==> config.mk <==
export PLATFORM = sky130hd
export DESIGN_NAME = seven_segment_scanner
export DESIGN_NICKNAME = d
export VERILOG_FILES = /design/src/rtl/seven_segment_pkg.sv /design/src/rtl/seven_segment_scanner_bto7s.sv /design/src/rtl/seven_segment_scanner.sv
export SDC_FILE = /design/constraint.sdc
export NUM_CORES = 1
export LEC_CHECK = 0
export CORE_UTILIZATION = 40
export CTS_BUF_LIST = sky130_fd_sc_hd__clkbuf_8
export DETAILED_ROUTE_END_ITERATION = 7
export HOLD_SLACK_MARGIN = 0.12
export PLACE_DENSITY = 0.64
export SLEW_MARGIN = 20
export SYNTH_ARGS = -nofsm -noshare
export SYNTH_HDL_FRONTEND = slang
export SYNTH_SLANG_ARGS = --single-unit
export TNS_END_PERCENT = 100
==> constraint.sdc <==
create_clock -name clk_in -period 5.29 [get_ports clk_in]
set_clock_uncertainty 0.05 [all_clocks]
set_input_delay 0.529 -clock clk_in [delete_from_list [all_inputs] [get_ports clk_in]]
set_output_delay 0.529 -clock clk_in [all_outputs]
set_load 0.005 [all_outputs]
==> src/rtl/seven_segment_pkg.sv <==
// Shared types, constants and the nibble selector for the seven-segment scanner.
package seven_segment_pkg;

  localparam int MAX_DIGITS = 8;
  localparam int MAX_VAL_W  = 4 * MAX_DIGITS;

  typedef logic [6:0] seg_t;

  // Active-low cathode pattern with every segment off.
  localparam seg_t SEG_BLANK = 7'h7F;

  // Selects nibble idx from a zero-extended packed hex value.
  function automatic logic [3:0] nibble_select(input logic [MAX_VAL_W-1:0] val,
                                               input logic [2:0]           idx);
    logic [MAX_VAL_W-1:0] w_shifted;
    w_shifted = val >> {idx, 2'b00};
    return w_shifted[3:0];
  endfunction

endpackage

==> src/rtl/seven_segment_scanner_bto7s.sv <==
// bto7s: hex nibble to active-high seven-segment pattern, s_out = {sg,sf,se,sd,sc,sb,sa}.
module bto7s
  import seven_segment_pkg::*;
(
  input  logic [3:0] x_in,
  output seg_t       s_out
);

  always_comb begin
    s_out = 7'h00;
    case (x_in)
      4'h0: s_out = 7'h3F;
      4'h1: s_out = 7'h06;
      4'h2: s_out = 7'h5B;
      4'h3: s_out = 7'h4F;
      4'h4: s_out = 7'h66;
      4'h5: s_out = 7'h6D;
      4'h6: s_out = 7'h7D;
      4'h7: s_out = 7'h07;
      4'h8: s_out = 7'h7F;
      4'h9: s_out = 7'h6F;
      4'hA: s_out = 7'h77;
      4'hB: s_out = 7'h7C;
      4'hC: s_out = 7'h39;
      4'hD: s_out = 7'h5E;
      4'hE: s_out = 7'h79;
      4'hF: s_out = 7'h71;
      default: s_out = 7'h00;
    endcase
  end

endmodule

==> src/rtl/seven_segment_scanner.sv <==
// Time-multiplexed common-anode seven-segment scanner with registered active-low outputs.
// Optional leading-zero blanking: define SEVEN_SEGMENT_SCANNER_LEADING_ZERO_BLANK_EN.
module seven_segment_scanner
  import seven_segment_pkg::*;
#(
  parameter int NUM_DIGITS   = 8,
  parameter int COUNT_PERIOD = 100000,
  parameter int BLANK_CYCLES = 4
) (
  input  logic                    clk_in,
  input  logic                    rst_in,
  input  logic [4*NUM_DIGITS-1:0] val_in,
  output logic [6:0]              cat_out,
  output logic [NUM_DIGITS-1:0]   an_out,
  output logic                    scan_done_out
);

  localparam int CNT_W = (COUNT_PERIOD > 1) ? $clog2(COUNT_PERIOD) : 1;
  localparam int DIG_W = (NUM_DIGITS > 1) ? $clog2(NUM_DIGITS) : 1;
  localparam logic [CNT_W-1:0] CNT_LAST = CNT_W'(COUNT_PERIOD - 1);
  localparam logic [DIG_W-1:0] DIG_LAST = DIG_W'(NUM_DIGITS - 1);

  logic [CNT_W-1:0]        r_cnt;
  logic [DIG_W-1:0]        r_digit;
  logic [4*NUM_DIGITS-1:0] r_valQ;

  logic                    w_slotEnd;
  logic                    w_scanEnd;
  logic [MAX_VAL_W-1:0]    w_valExt;
  logic [3:0]              w_nib;
  seg_t                    w_seg;
  logic                    w_blank;
  logic                    w_hide;
  logic [NUM_DIGITS-1:0]   w_anSel;
  logic [NUM_DIGITS-1:0]   w_anNext;

  assign w_slotEnd = (r_cnt == CNT_LAST);
  assign w_scanEnd = w_slotEnd && (r_digit == DIG_LAST);

  assign w_valExt = MAX_VAL_W'(r_valQ);
  assign w_nib    = nibble_select(w_valExt, 3'(r_digit));

  bto7s u_bto7s (
    .x_in  (w_nib),
    .s_out (w_seg)
  );

  // Signed compare keeps BLANK_CYCLES=0 a plain always-false test.
  assign w_blank = (int'(r_cnt) < BLANK_CYCLES);

`ifdef SEVEN_SEGMENT_SCANNER_LEADING_ZERO_BLANK_EN
  // w_zeroFrom[i]: nibbles i..NUM_DIGITS-1 of the captured value are all zero.
  logic [NUM_DIGITS-1:0] w_zeroFrom;

  for (genvar gi = 0; gi < NUM_DIGITS; gi++) begin : g_lz
    if (gi == NUM_DIGITS - 1) begin : g_top
      assign w_zeroFrom[gi] = (r_valQ[4*gi +: 4] == 4'h0);
    end else begin : g_mid
      assign w_zeroFrom[gi] = (r_valQ[4*gi +: 4] == 4'h0) && w_zeroFrom[gi+1];
    end
  end

  always_comb begin
    w_hide = 1'b0;
    for (int i = 1; i < NUM_DIGITS; i++) begin
      if ((r_digit == DIG_W'(i)) && w_zeroFrom[i]) begin
        w_hide = 1'b1;
      end
    end
  end
`else
  assign w_hide = 1'b0;
`endif

  assign w_anSel  = NUM_DIGITS'(1) << r_digit;
  assign w_anNext = (w_blank || w_hide) ? '1 : ~w_anSel;

  // Counters, end-of-scan capture and output registers all advance from the pre-edge state.
  always_ff @(posedge clk_in) begin
    if (rst_in) begin
      r_cnt         <= '0;
      r_digit       <= '0;
      r_valQ        <= '0;
      cat_out       <= SEG_BLANK;
      an_out        <= '1;
      scan_done_out <= 1'b0;
    end else begin
      if (w_slotEnd) begin
        r_cnt   <= '0;
        r_digit <= w_scanEnd ? '0 : r_digit + DIG_W'(1);
      end else begin
        r_cnt <= r_cnt + CNT_W'(1);
      end
      if (w_scanEnd) begin
        r_valQ <= val_in;
      end
      scan_done_out <= w_scanEnd;
      cat_out       <= ~w_seg;
      an_out        <= w_anNext;
    end
  end

endmodule

==> flow_metrics.py <==
metrics = {
    "die": {
        "rows": 32,
        "die_w_um": 91.1,
        "die_h_um": 91.1,
        "num_io_pins": 50,
        "dieArea_um2": 8290,
        "core_um2": 7690,
        "start_util": 0.413,
    },
    "logic_synthesis": {
        "ys_seq_area_frac": 0.429,
        "synth_edf_count": 0,
        "ys_top_cells_by_area": "dfxtp_1 (43%), nand2_1 (7.5%), a21oi_2 (5.5%)",
        "async_flop_share": 0,
        "synth_area_per_cell_um2": 9.36,
        "synth_cell_types": 43,
        "yosysTopAreaCell": "dfxtp_1",
        "syn_nets": 386,
        "netlist_area_um2": 3170,
        "synth-seq-cells": 68,
        "netlist_instances": 339,
        "yosys_warnings": 0,
        "synth_ff_type": "dfxtp_1",
        "synth_top_area_frac": 0.429,
    },
    "layout": {
        "diodes": 0,
        "fillers": 738,
        "syn_to_final_growth_pct": 22.2,
        "nets": 430,
        "fin_util": 0.504,
        "regArea_um2": 1360,
        "drive_gt1_frac": 0.196,
        "multi_input_area_um2": 1670,
    },
    "sta": {
        "max_freq_mhz": 354,
        "post-route-min-period_ps": 2830,
        "setup_viol": 0,
        "period_share": 0.534,
        "grt_setup_unrepaired": "false",
        "setup_tns_ps": 0,
        "worst_pin_slew_ps": 1020,
        "final-max-slew-violation-count": 0,
        "hold_viol": 0,
        "relSlewSlack": 0.317,
    },
    "setup_path": {
        "crit_type": "reg2reg",
        "end_kind": "flip-flop",
        "worst-endpoint-required_ps": 5460,
        "cp_max_fo": 14,
        "critPathArrivalTime_ps": 3000,
        "start_kind": "flip-flop",
    },
    "global_route": {
        "grt_pass1_vias": 2284,
        "antenna_found_initial": 0,
        "gr-usage-all-layers": 0.160,
        "grt_overflow_total": 0,
        "grt_first_pass_wirelength_um": 10400,
        "grt_max_degree": 43,
    },
    "outcome": {
        "status": "complete, no violations",
    },
    "place": {
        "gp_congestion": 0.760,
        "io_buffer_count": 49,
        "hpwl_um": 4280,
    },
    "clock_network": {
        "cts-root-buf": "clkbuf_8",
        "clock-sinks": 68,
        "clockBufferDepth": 2,
        "clk_pin_slew_ps": 80,
        "numCtsBuffers": 9,
        "tritoncts": "done",
        "ctsResizeCount": 0,
        "cts_setup_buffers": 0,
        "clock_latency_ps": 350,
        "ctsHoldBuffers": 0,
        "htreeDepth": 3,
    },
    "routing": {
        "avgRoutedWirePerCell_um": 12.7,
        "first_pass_iters": 4,
        "via_per_inst": 4.89,
        "drc_errors": 0,
        "wl_um": 6210,
        "drtAntennaViolNets": 0,
        "num_vias": 2398,
        "drt_iter0_markers": 105,
    },
    "pwr": {
        "leakage_nw": 1.33,
        "ir_drop_mv": 0.114,
        "power_density_nw_per_um2": 248,
    },
    "worst_hold_path": {
        "hold_class": "reg2reg",
    },
    "run": {
        "maxCapViolCount": 0,
    },
}
==> worst paths after layout <==
check / start / end / slack, ps / depth (start not counted)
setup / recovery: r_digit[0] / cat_out[3] / 2460 / 7
hold / removal: r_valQ[5] / r_valQ[5] / 400 / 2
setup reg to reg: r_digit[0] / cat_out[3] / 2460 / 7
hold reg to reg: r_valQ[5] / r_valQ[5] / 400 / 2
==> flip-flops by register name, indices dropped and copies added (netlist names) <==
| name | flops |
|---|---|
| cat_out | 7 |
| r_valQ | 32 |
| r_cnt | 17 |
| an_out | 8 |
| scan_done_out | 1 |
| r_digit | 3 |
==> power breakdown <==
group          internal, mW  total [mW]  switching [mW]
clock                 0.195       0.398           0.202
combinational        0.0292      0.0464          0.0173
sequential            0.516       0.518         0.00219
total                 0.741       0.963           0.222
==> per-stage QoR <==
step           hold slack (ps)  cell area [µm²]  cells  power (mW)  worst slack [ps]
3_5_place_dp               389             3680    474       0.577              2460
3_3_place_gp               379             3680    474       0.577              2530
4_1_cts                    406             3870    490       0.973              2440
6_report                   403             3880    490       0.963              2460
2_1_floorplan              367             3170    339       0.544              2950
5_1_grt                    411             3880    490       0.998              2270
==> cells by family after synthesis <==
logic type,count (synthesis),share of synthesized area
AOI/OAI and AO/OA,56,0.131
xor gates and xnor gates,15,0.0414
adders and majority gates,13,0.0513
buffers and inverters,27,0.0465
DFF,68,0.429
muxes,16,0.0852
and+or+nand+nor,144,0.216
==> cells in the mapped netlist, drive strengths merged, types with 2 or more instances <==
| cell | count |
|---|---|
| nand2 | 83 |
| dfxtp | 68 |
| a21oi | 39 |
| nor2 | 25 |
| ha | 13 |
| inv | 10 |
| buf | 9 |
| nand3 | 9 |
| clkbuf | 8 |
| mux2i | 8 |
| xor2 | 8 |
| and3 | 7 |
| xnor2 | 7 |
| mux4 | 6 |
| o21ai | 5 |
| and2 | 4 |
| nand4 | 4 |
| a31oi | 3 |
| nor3 | 3 |
| nor4 | 3 |
| o221ai | 3 |
| mux2 | 2 |
==> placed cells by master, fill, tap and decap left out, types with 2 or more instances in the layout <==
master,synthesis,layout
dfxtp_1,68,68
nor3_1,3,3
nand4_1,4,4
mux2i_1,5,5
clkdlybuf4s50_1,0,48
o21ai_0,3,3
and3_1,7,7
inv_1,9,9
xnor2_1,7,7
nand2_1,63,63
and2_1,4,4
nand2_2,20,20
mux4_2,6,6
o221ai_1,3,3
clkbuf_8,0,11
mux2i_4,2,2
o21ai_1,2,2
xor2_1,8,8
a21oi_2,20,20
nand3_1,9,8
clkinvlp_4,0,3
a21oi_1,19,19
nor2_1,25,25
nor4_1,3,3
ha_1,13,13
a31oi_1,3,3
==> layout make-up <==
type	instances	share of cell area
Clock inverter	5	0.00936
Multi-Input combinational cell	244	0.431
Inverter	10	0.00968
Timing Repair Buffer	50	0.127
Tap cell	102	0.0329
Clock buffer	11	0.0391
Sequential cell	68	0.351
==> per-layer routing <==
layer	track usage	routed length, µm	vias to the layer above
met1	0.205	3100	1096
met2	0.249	2790	57
li1	-	-	1235
met5	0	0	-
met4	0.0886	97	0
met3	0.0343	226	10
==> worst max-delay path, cell delays in order (launching register included) <==
cell       delay [ps]
dfxtp_1           800
mux4_2            600
mux2i_2           330
inv_1             140
ha_1              190
a21boi_1          150
a2111oi_2         340
a31oi_1            70
(Power assumes the default switching activity.)
